File: src/rtl/axil_pkg.sv
// axil_pkg
//   Shared types for the AXI-Lite interconnect response routers.
//   resp_t          : AXI response codes (OKAY, EXOKAY, SLVERR, DECERR)
//   wr_resp_state_t : write-response router FSM states
//   idx_width()     : index width for an N-entry select, never narrower than 1 bit
package axil_pkg;

   typedef enum logic [1:0] {
      OKAY   = 2'b00,
      EXOKAY = 2'b01,
      SLVERR = 2'b10,
      DECERR = 2'b11
   } resp_t;

   typedef enum logic [1:0] {
      IDLE     = 2'd0,
      WAIT_SLV = 2'd1,
      RESP     = 2'd2
   } wr_resp_state_t;

   function automatic int unsigned idx_width(input int unsigned n);
      return (n > 1) ? $clog2(n) : 1;
   endfunction

endpackage

File: src/rtl/axil_wr_resp_router_if.sv
// axil_wr_resp_router_if
//   Bundles the write-issue handshake, the per-slave B channels and the
//   master-side B channel seen by axil_wr_resp_router.
//   Issue  : wr_start, slv_valid, busy
//   Slave B: s_axil_bvalid, s_axil_bresp, s_axil_bready (one lane per slave)
//   Master B: m_axil_bvalid, m_axil_bresp, m_axil_bready
//   modport slave  : the router's view
//   modport master : the surrounding interconnect / environment view
interface axil_wr_resp_router_if #(
   parameter int unsigned NUMBER_SLAVE = 4
);

   logic                         wr_start;
   logic [NUMBER_SLAVE-1:0]      slv_valid;
   logic                         busy;
   logic [NUMBER_SLAVE-1:0]      s_axil_bvalid;
   logic [NUMBER_SLAVE-1:0][1:0] s_axil_bresp;
   logic [NUMBER_SLAVE-1:0]      s_axil_bready;
   logic                         m_axil_bvalid;
   logic [1:0]                   m_axil_bresp;
   logic                         m_axil_bready;

   modport slave (
      input  wr_start, slv_valid, s_axil_bvalid, s_axil_bresp, m_axil_bready,
      output busy, s_axil_bready, m_axil_bvalid, m_axil_bresp
   );

   modport master (
      output wr_start, slv_valid, s_axil_bvalid, s_axil_bresp, m_axil_bready,
      input  busy, s_axil_bready, m_axil_bvalid, m_axil_bresp
   );

endinterface

File: src/rtl/axil_prio_enc.sv
// axil_prio_enc
//   Priority encoder: index of the lowest set bit of vec, plus an any-set flag.
//   Shared by the read- and write-side response routers.
//   vec : request vector (WIDTH bits)
//   idx : index of the lowest set bit (0 when none set)
//   any : at least one bit of vec is set
module axil_prio_enc
   import axil_pkg::*;
#(
   parameter  int unsigned WIDTH = 4,
   localparam int unsigned IDX_W = idx_width(WIDTH)
) (
   input  logic [WIDTH-1:0] vec,
   output logic [IDX_W-1:0] idx,
   output logic             any
);

   always_comb begin
      idx = '0;
      any = |vec;
      // Scan high to low so the lowest set bit is the last one written.
      for (int i = int'(WIDTH) - 1; i >= 0; i--) begin
         if (vec[i]) idx = i[IDX_W-1:0];
      end
   end

endmodule

File: src/rtl/axil_wr_resp_router.sv
// axil_wr_resp_router
//   Write-response return path of the AXI-Lite priority interconnect.
//   Latches the decoded slave on wr_start, readies only that slave's B
//   channel, and returns its response (or a local DECERR when no slave
//   matched) on the master B channel from a register.
//   Ports:
//     aclk, aresetn : clock, asynchronous active-low reset
//     bus           : axil_wr_resp_router_if.slave (issue + slave B + master B)
//   Optional feature: define AXIL_WR_RESP_TIMEOUT_EN to force SLVERR after
//   TIMEOUT_CYCLES silent WAIT_SLV cycles and drain the late response.
//
//   state    | meaning
//   ---------+-------------------------------------------------------------
//   IDLE     | no write in flight, waiting for wr_start
//   WAIT_SLV | bready raised to the selected slave, waiting for its bvalid
//   RESP     | registered response presented to the master until bready
module axil_wr_resp_router
   import axil_pkg::*;
#(
   parameter int unsigned NUMBER_SLAVE   = 4,
   parameter int unsigned TIMEOUT_CYCLES = 256
) (
   input  logic                  aclk,
   input  logic                  aresetn,
   axil_wr_resp_router_if.slave  bus
);

   localparam int unsigned IDX_W = idx_width(NUMBER_SLAVE);

   wr_resp_state_t          state_q, state_d;
   logic [IDX_W-1:0]        sel_q, sel_d;
   resp_t                   resp_q, resp_d;
   logic [IDX_W-1:0]        enc_idx;
   logic                    enc_any;
   logic [NUMBER_SLAVE-1:0] sel_mask;
   logic                    slv_hit;
   logic                    accept;
   logic                    stale;
   logic                    tmo_hit;

   axil_prio_enc #(.WIDTH(NUMBER_SLAVE)) u_prio_enc (
      .vec (bus.slv_valid),
      .idx (enc_idx),
      .any (enc_any)
   );

   assign sel_mask = NUMBER_SLAVE'(1) << sel_q;
   assign slv_hit  = bus.s_axil_bvalid[sel_q];
   // A bvalid on a draining slave is the stale timed-out response, not ours.
   assign accept   = slv_hit && !stale;

`ifdef AXIL_WR_RESP_TIMEOUT_EN
   localparam int unsigned TMO_W = $clog2(TIMEOUT_CYCLES + 1);

   logic [TMO_W-1:0]        tmo_cnt_q, tmo_cnt_d;
   logic [NUMBER_SLAVE-1:0] drain_q, drain_d;

   assign stale   = drain_q[sel_q];
   // Compare against N-1: the count reaches N on the same edge we leave.
   assign tmo_hit = (tmo_cnt_q == TMO_W'(TIMEOUT_CYCLES - 1));

   always_comb begin
      tmo_cnt_d = tmo_cnt_q;
      drain_d   = drain_q & ~bus.s_axil_bvalid;
      if (state_q == IDLE) begin
         tmo_cnt_d = '0;
      end else if (state_q == WAIT_SLV && !accept) begin
         tmo_cnt_d = tmo_cnt_q + 1'b1;
         if (tmo_hit) drain_d = drain_d | sel_mask;
      end
   end

   always_ff @(posedge aclk or negedge aresetn) begin
      if (!aresetn) begin
         tmo_cnt_q <= '0;
         drain_q   <= '0;
      end else begin
         tmo_cnt_q <= tmo_cnt_d;
         drain_q   <= drain_d;
      end
   end

   assign bus.s_axil_bready = drain_q | ((state_q == WAIT_SLV) ? sel_mask : '0);
`else
   logic [31:0] unused_timeout_cycles;

   assign unused_timeout_cycles = TIMEOUT_CYCLES;
   assign stale                 = 1'b0;
   assign tmo_hit               = 1'b0;
   assign bus.s_axil_bready     = (state_q == WAIT_SLV) ? sel_mask : '0;
`endif

   always_comb begin
      state_d = state_q;
      sel_d   = sel_q;
      resp_d  = resp_q;
      unique case (state_q)
         IDLE: begin
            if (bus.wr_start) begin
               if (enc_any) begin
                  sel_d   = enc_idx;
                  state_d = WAIT_SLV;
               end else begin
                  resp_d  = DECERR;
                  state_d = RESP;
               end
            end
         end
         WAIT_SLV: begin
            if (accept) begin
               resp_d  = resp_t'(bus.s_axil_bresp[sel_q]);
               state_d = RESP;
            end else if (tmo_hit) begin
               resp_d  = SLVERR;
               state_d = RESP;
            end
         end
         RESP: begin
            if (bus.m_axil_bready) state_d = IDLE;
         end
         default: state_d = IDLE;
      endcase
   end

   always_ff @(posedge aclk or negedge aresetn) begin
      if (!aresetn) begin
         state_q <= IDLE;
         sel_q   <= '0;
         resp_q  <= OKAY;
      end else begin
         state_q <= state_d;
         sel_q   <= sel_d;
         resp_q  <= resp_d;
      end
   end

   // Master outputs come straight from registers: no slave-to-master comb path.
   assign bus.busy          = (state_q != IDLE);
   assign bus.m_axil_bvalid = (state_q == RESP);
   assign bus.m_axil_bresp  = resp_q;

   // wr_start while busy is dropped by the FSM (only decoded in IDLE).
   a_no_start_when_busy: assert property (
      @(posedge aclk) disable iff (!aresetn) !(bus.wr_start && bus.busy)
   );

endmodule

File: src/flat_wrapper.sv
// flat-port wrapper written by rule: the top's interface ports become plain ports
module axil_wr_resp_router_flat import axil_pkg::*;
#(
   parameter int unsigned NUMBER_SLAVE   = 4,
   parameter int unsigned TIMEOUT_CYCLES = 256
)
  (aclk, aresetn, bus_wr_start, bus_slv_valid, bus_s_axil_bvalid, bus_s_axil_bresp, bus_m_axil_bready, bus_busy, bus_s_axil_bready, bus_m_axil_bvalid, bus_m_axil_bresp);
  axil_wr_resp_router_if #(.NUMBER_SLAVE(NUMBER_SLAVE)) bus_i ();
  input  logic aclk;
  input  logic aresetn;
  input wire logic [$bits(bus_i.wr_start)-1:0] bus_wr_start;
  input wire logic [$bits(bus_i.slv_valid)-1:0] bus_slv_valid;
  input wire logic [$bits(bus_i.s_axil_bvalid)-1:0] bus_s_axil_bvalid;
  input wire logic [$bits(bus_i.s_axil_bresp)-1:0] bus_s_axil_bresp;
  input wire logic [$bits(bus_i.m_axil_bready)-1:0] bus_m_axil_bready;
  output wire logic [$bits(bus_i.busy)-1:0] bus_busy;
  output wire logic [$bits(bus_i.s_axil_bready)-1:0] bus_s_axil_bready;
  output wire logic [$bits(bus_i.m_axil_bvalid)-1:0] bus_m_axil_bvalid;
  output wire logic [$bits(bus_i.m_axil_bresp)-1:0] bus_m_axil_bresp;
  assign bus_i.wr_start = bus_wr_start;
  assign bus_i.slv_valid = bus_slv_valid;
  assign bus_i.s_axil_bvalid = bus_s_axil_bvalid;
  assign bus_i.s_axil_bresp = bus_s_axil_bresp;
  assign bus_i.m_axil_bready = bus_m_axil_bready;
  assign bus_busy = bus_i.busy;
  assign bus_s_axil_bready = bus_i.s_axil_bready;
  assign bus_m_axil_bvalid = bus_i.m_axil_bvalid;
  assign bus_m_axil_bresp = bus_i.m_axil_bresp;
  axil_wr_resp_router #(.NUMBER_SLAVE(NUMBER_SLAVE), .TIMEOUT_CYCLES(TIMEOUT_CYCLES)) u_core (.aclk(aclk), .aresetn(aresetn), .bus(bus_i));
endmodule
File: config.mk
export PLATFORM = sky130hd
export DESIGN_NAME = axil_wr_resp_router_flat
export DESIGN_NICKNAME = d
export VERILOG_FILES = /design/src/rtl/axil_pkg.sv /design/src/rtl/axil_wr_resp_router_if.sv /design/src/rtl/axil_prio_enc.sv /design/src/rtl/axil_wr_resp_router.sv /design/src/flat_wrapper.sv
export SDC_FILE = /design/constraint.sdc
export NUM_CORES = 1
export LEC_CHECK = 0
export CORE_MARGIN = 4
export CORE_UTILIZATION = 31
export DETAILED_ROUTE_END_ITERATION = 8
export GPL_TIMING_DRIVEN = 0
export PLACE_DENSITY = 0.7
export SLEW_MARGIN = 0
export SYNTH_ARGS = -nofsm -noshare
export SYNTH_HDL_FRONTEND = slang
export SYNTH_SLANG_ARGS = --single-unit
export TNS_END_PERCENT = 1
File: constraint.sdc
create_clock -name aclk -period 1.5 [get_ports aclk]
set_clock_uncertainty 0.15 [all_clocks]
set_input_delay 0.15 -clock aclk [delete_from_list [all_inputs] [get_ports aclk]]
set_output_delay 0.15 -clock aclk [all_outputs]
set_load 0.02 [all_outputs]
==> results.md <==
- YS warnings: 0
- H-tree Lvls: 1
- Clk sinks: 6
- Port Buffer Count: 27
- Worst-margin pin slew: 0.5054 ns
- Max frequency: 634.9 MHz
- Status: finished, violations left
- Syn-to-layout area delta: 80.17%
- FF+latch count, synth: 6
- LEAKAGE: 0.0003261 µW
- CP arrival: 1.27 ns
- Syn Area/Cell: about 9.6 µm²
- Core area: ~0.0013 mm²
- Iter 0 DRT Violations: 10
- Vias in the first global route: 453
- Clk_lat worst skew: roughly 0.25 ns
- Total track usage: 12.87%
- Crit end category: primary output
- Fin crit share: 105.0%
- Largest net degree at the start of global routing: 9
- WS Path Type: flip-flop to primary output
- DRC viols: 0
- CTS root buf: clkbuf_4
- Most frequent cells after synthesis: 8 x nor2_1, 6 x dfrtp_1, 4 x nand2_1, 4 x nor3b_1
- Synth top area share: 33.99%
- R2R Path Start: u_core.sel_q[0]$_DFFE_PN0P_
- Die width: between 40 and 50 µm
- Fraction of layout cells with a size suffix above 1: between 30% and 40%
- Max-slew violations: 0
- Synth area leader: dfrtp_1
- Relative slew slack: 66.02%
- Yosys cell types: 21
- Initial antenna violation count: 0
- Worst VDD drop: 0.9282 mV
- Primary FF master, synth: dfrtp_1
- Syn nets: 66
- RSZ-0062 raised after global routing: true
- Mapped cell area: 441.7 µm²
- Post-synth EDFFs: 0
- Antenna Nets Post-Route: 0
- Failing checks: negative setup slack
- Initial Util: 33.52%
- Max Fanout on Critical Path: 7
- Clock Pin Slew Worst Setup and Hold Paths: 0.05 ns
- Setup TNS: -0.2528 ns
- Grt ovf: 0
- Setup violators final: 7
- CP startpoint: u_core.state_q[1]$_DFFE_PN0P_
- FP Rows: 13
- Cells after Synth: 46
- GPL Wtd Cong: 0.7163
- Cells taking the most area after synthesis: dfrtp_1 34%, mux4_1 12%, nor2_1 6.8%
- Clock tree buffer depth: 2
- HP Class: input pin to async pin
- TritonRoute pass-1 iters: 4
- Drt via density: 5.144
- CTS buffer count: 3
- Setup WS pre-CTS: -0.4279 ns
- # nets final: 97
- Dpl hpwl: between 900 and 1000 µm
- I/O pin total: 28
- First-pass GRT wire length: around 1900 µm
- Die Area: 0.002093 mm²
- Max Cap Viol: 0
- Number of diodes: 0
- Top-count cell post-synth: nor2_1
- Worst EP required: approximately 1.2 ns
- Die Span Y: around 46 µm
- Total wire length: ~1200 µm
- Avg WL per Cell: 12.92 µm
- Via count: 463
- TritonCTS clock tree: built
- Pwr Density: 1608 mW/mm²
- Reg2reg setup slack: -0.07 ns
- Worst setup margin: -0.07495 ns
- Final Critical Period: 1.575 ns
- Register area share after synthesis: ~34%
- Fin. Hold Viols: 0
- Post-synthesis async set-or-reset flop share: 100.0%
- Element type at the critical path start: flip-flop
[through the flow]
step                      cells  total power (µW)  hold WS (ns)  utilization [%]  cell area, µm²
after floorplan              46             821.0       -0.2956                -           456.7
after global placement       88              1103        0.2763            56.60           745.7
after detailed placement     88              1110        0.2779            56.60           745.7
after CTS                    90              1261       0.01342            58.69           773.2
after global routing         90              1373       0.02402            60.40           795.8
final                        90              1280      0.001071            60.40           795.8
[critical path, cell delays in order, from the launching register on]
cell and delay, ns:
dfrtp_2 0.45, or2b_4 0.30, nor3_2 0.11, buf_4 0.17
[routing by layer]
| layer | part of all wire (%) | global-route usage (%) | up-vias |
|---|---|---|---|
| met3 | 7.9 | 6.324 | 0 |
| met2 | 50 | 19.78 | 16 |
| met4 | 0 | 5.114 | 0 |
| li1 | - | - | 232 |
| met5 | 0 | 0 | - |
| met1 | 42 | 15.29 | 215 |
[cells by family after synthesis]
group | Yosys count | share of synthesized area [%]
compound gates | 7 | 12.18
buf+inv | 4 | 5.099
flops | 6 | 33.99
mux | 3 | 17.00
simple gates | 26 | 31.73
[power breakdown]
group | switching (µW) | internal, µW | total, µW
Combinational | 358 | 418 | 776
Clock | 59.6 | 90.6 | 150
Sequential | 110 | 244 | 354
Total | 527 | 753 | 1280
[placed cells by master (no fill, tap or decap)]
cell type         n
clkdlybuf4s50_1  19
nor2_1            7
nand2_1           4
nor3b_2           4
dfrtp_1           4
buf_6             3
clkbuf_4          3
inv_1             2
nor2b_1           2
mux4_1            2
a211oi_1          2
nor3_1            2
dlygate4sd2_1     2
buf_4             2
dfrtp_2           2
or2b_4            1
nor3_2            1
nor2b_4           1
and3_2            1
or3b_4            1
a21oi_1           1
o22a_2            1
mux4_2            1
nor4_2            1
a32oi_1           1
o22ai_1           1
o22a_1            1
nor2_2            1
dlymetal6s2s_1    1
clkdlybuf4s15_1   1
[what timing repair did]
action	CTS	global route
resized for setup	30	7
setup endpoints to repair	14	10
buffers inserted	0	0
pin swaps	0	0
hold buffers	0	0
[final timing paths]
check	to	cells past startpoint
min reg2reg	u_core.state_q[1]$_DFFE_PN0P_	2
min	u_core.bus.m_axil_bresp[0]$_DFFE_PN0P_	1
max reg2reg	u_core.bus.m_axil_bresp[1]$_DFFE_PN0P_	4
max in group asynchronous	u_core.state_q[0]$_DFFE_PN0P_	1
min in group aclk	u_core.state_q[1]$_DFFE_PN0P_	4
max	bus_s_axil_bready[0]	3
[state kept, by name, summed over array words and instances (netlist names)]
name                     count
u_core.bus.m_axil_bresp      2
u_core.sel_q                 2
u_core.state_q               2
[final cells by class]
| class | count | area, µm² |
|---|---|---|
| fill | 120 | 521.8 |
| multi-input combinational | 36 | 315.3 |
| timing repair buffer | 27 | 267.8 |
| sequential | 6 | 152.6 |
| clock buffer | 3 | 22.52 |
| tap | 15 | 18.77 |
| buffer | 1 | 11.26 |
| inverter | 2 | 7.507 |
Power figures use the tool's default switching activity.
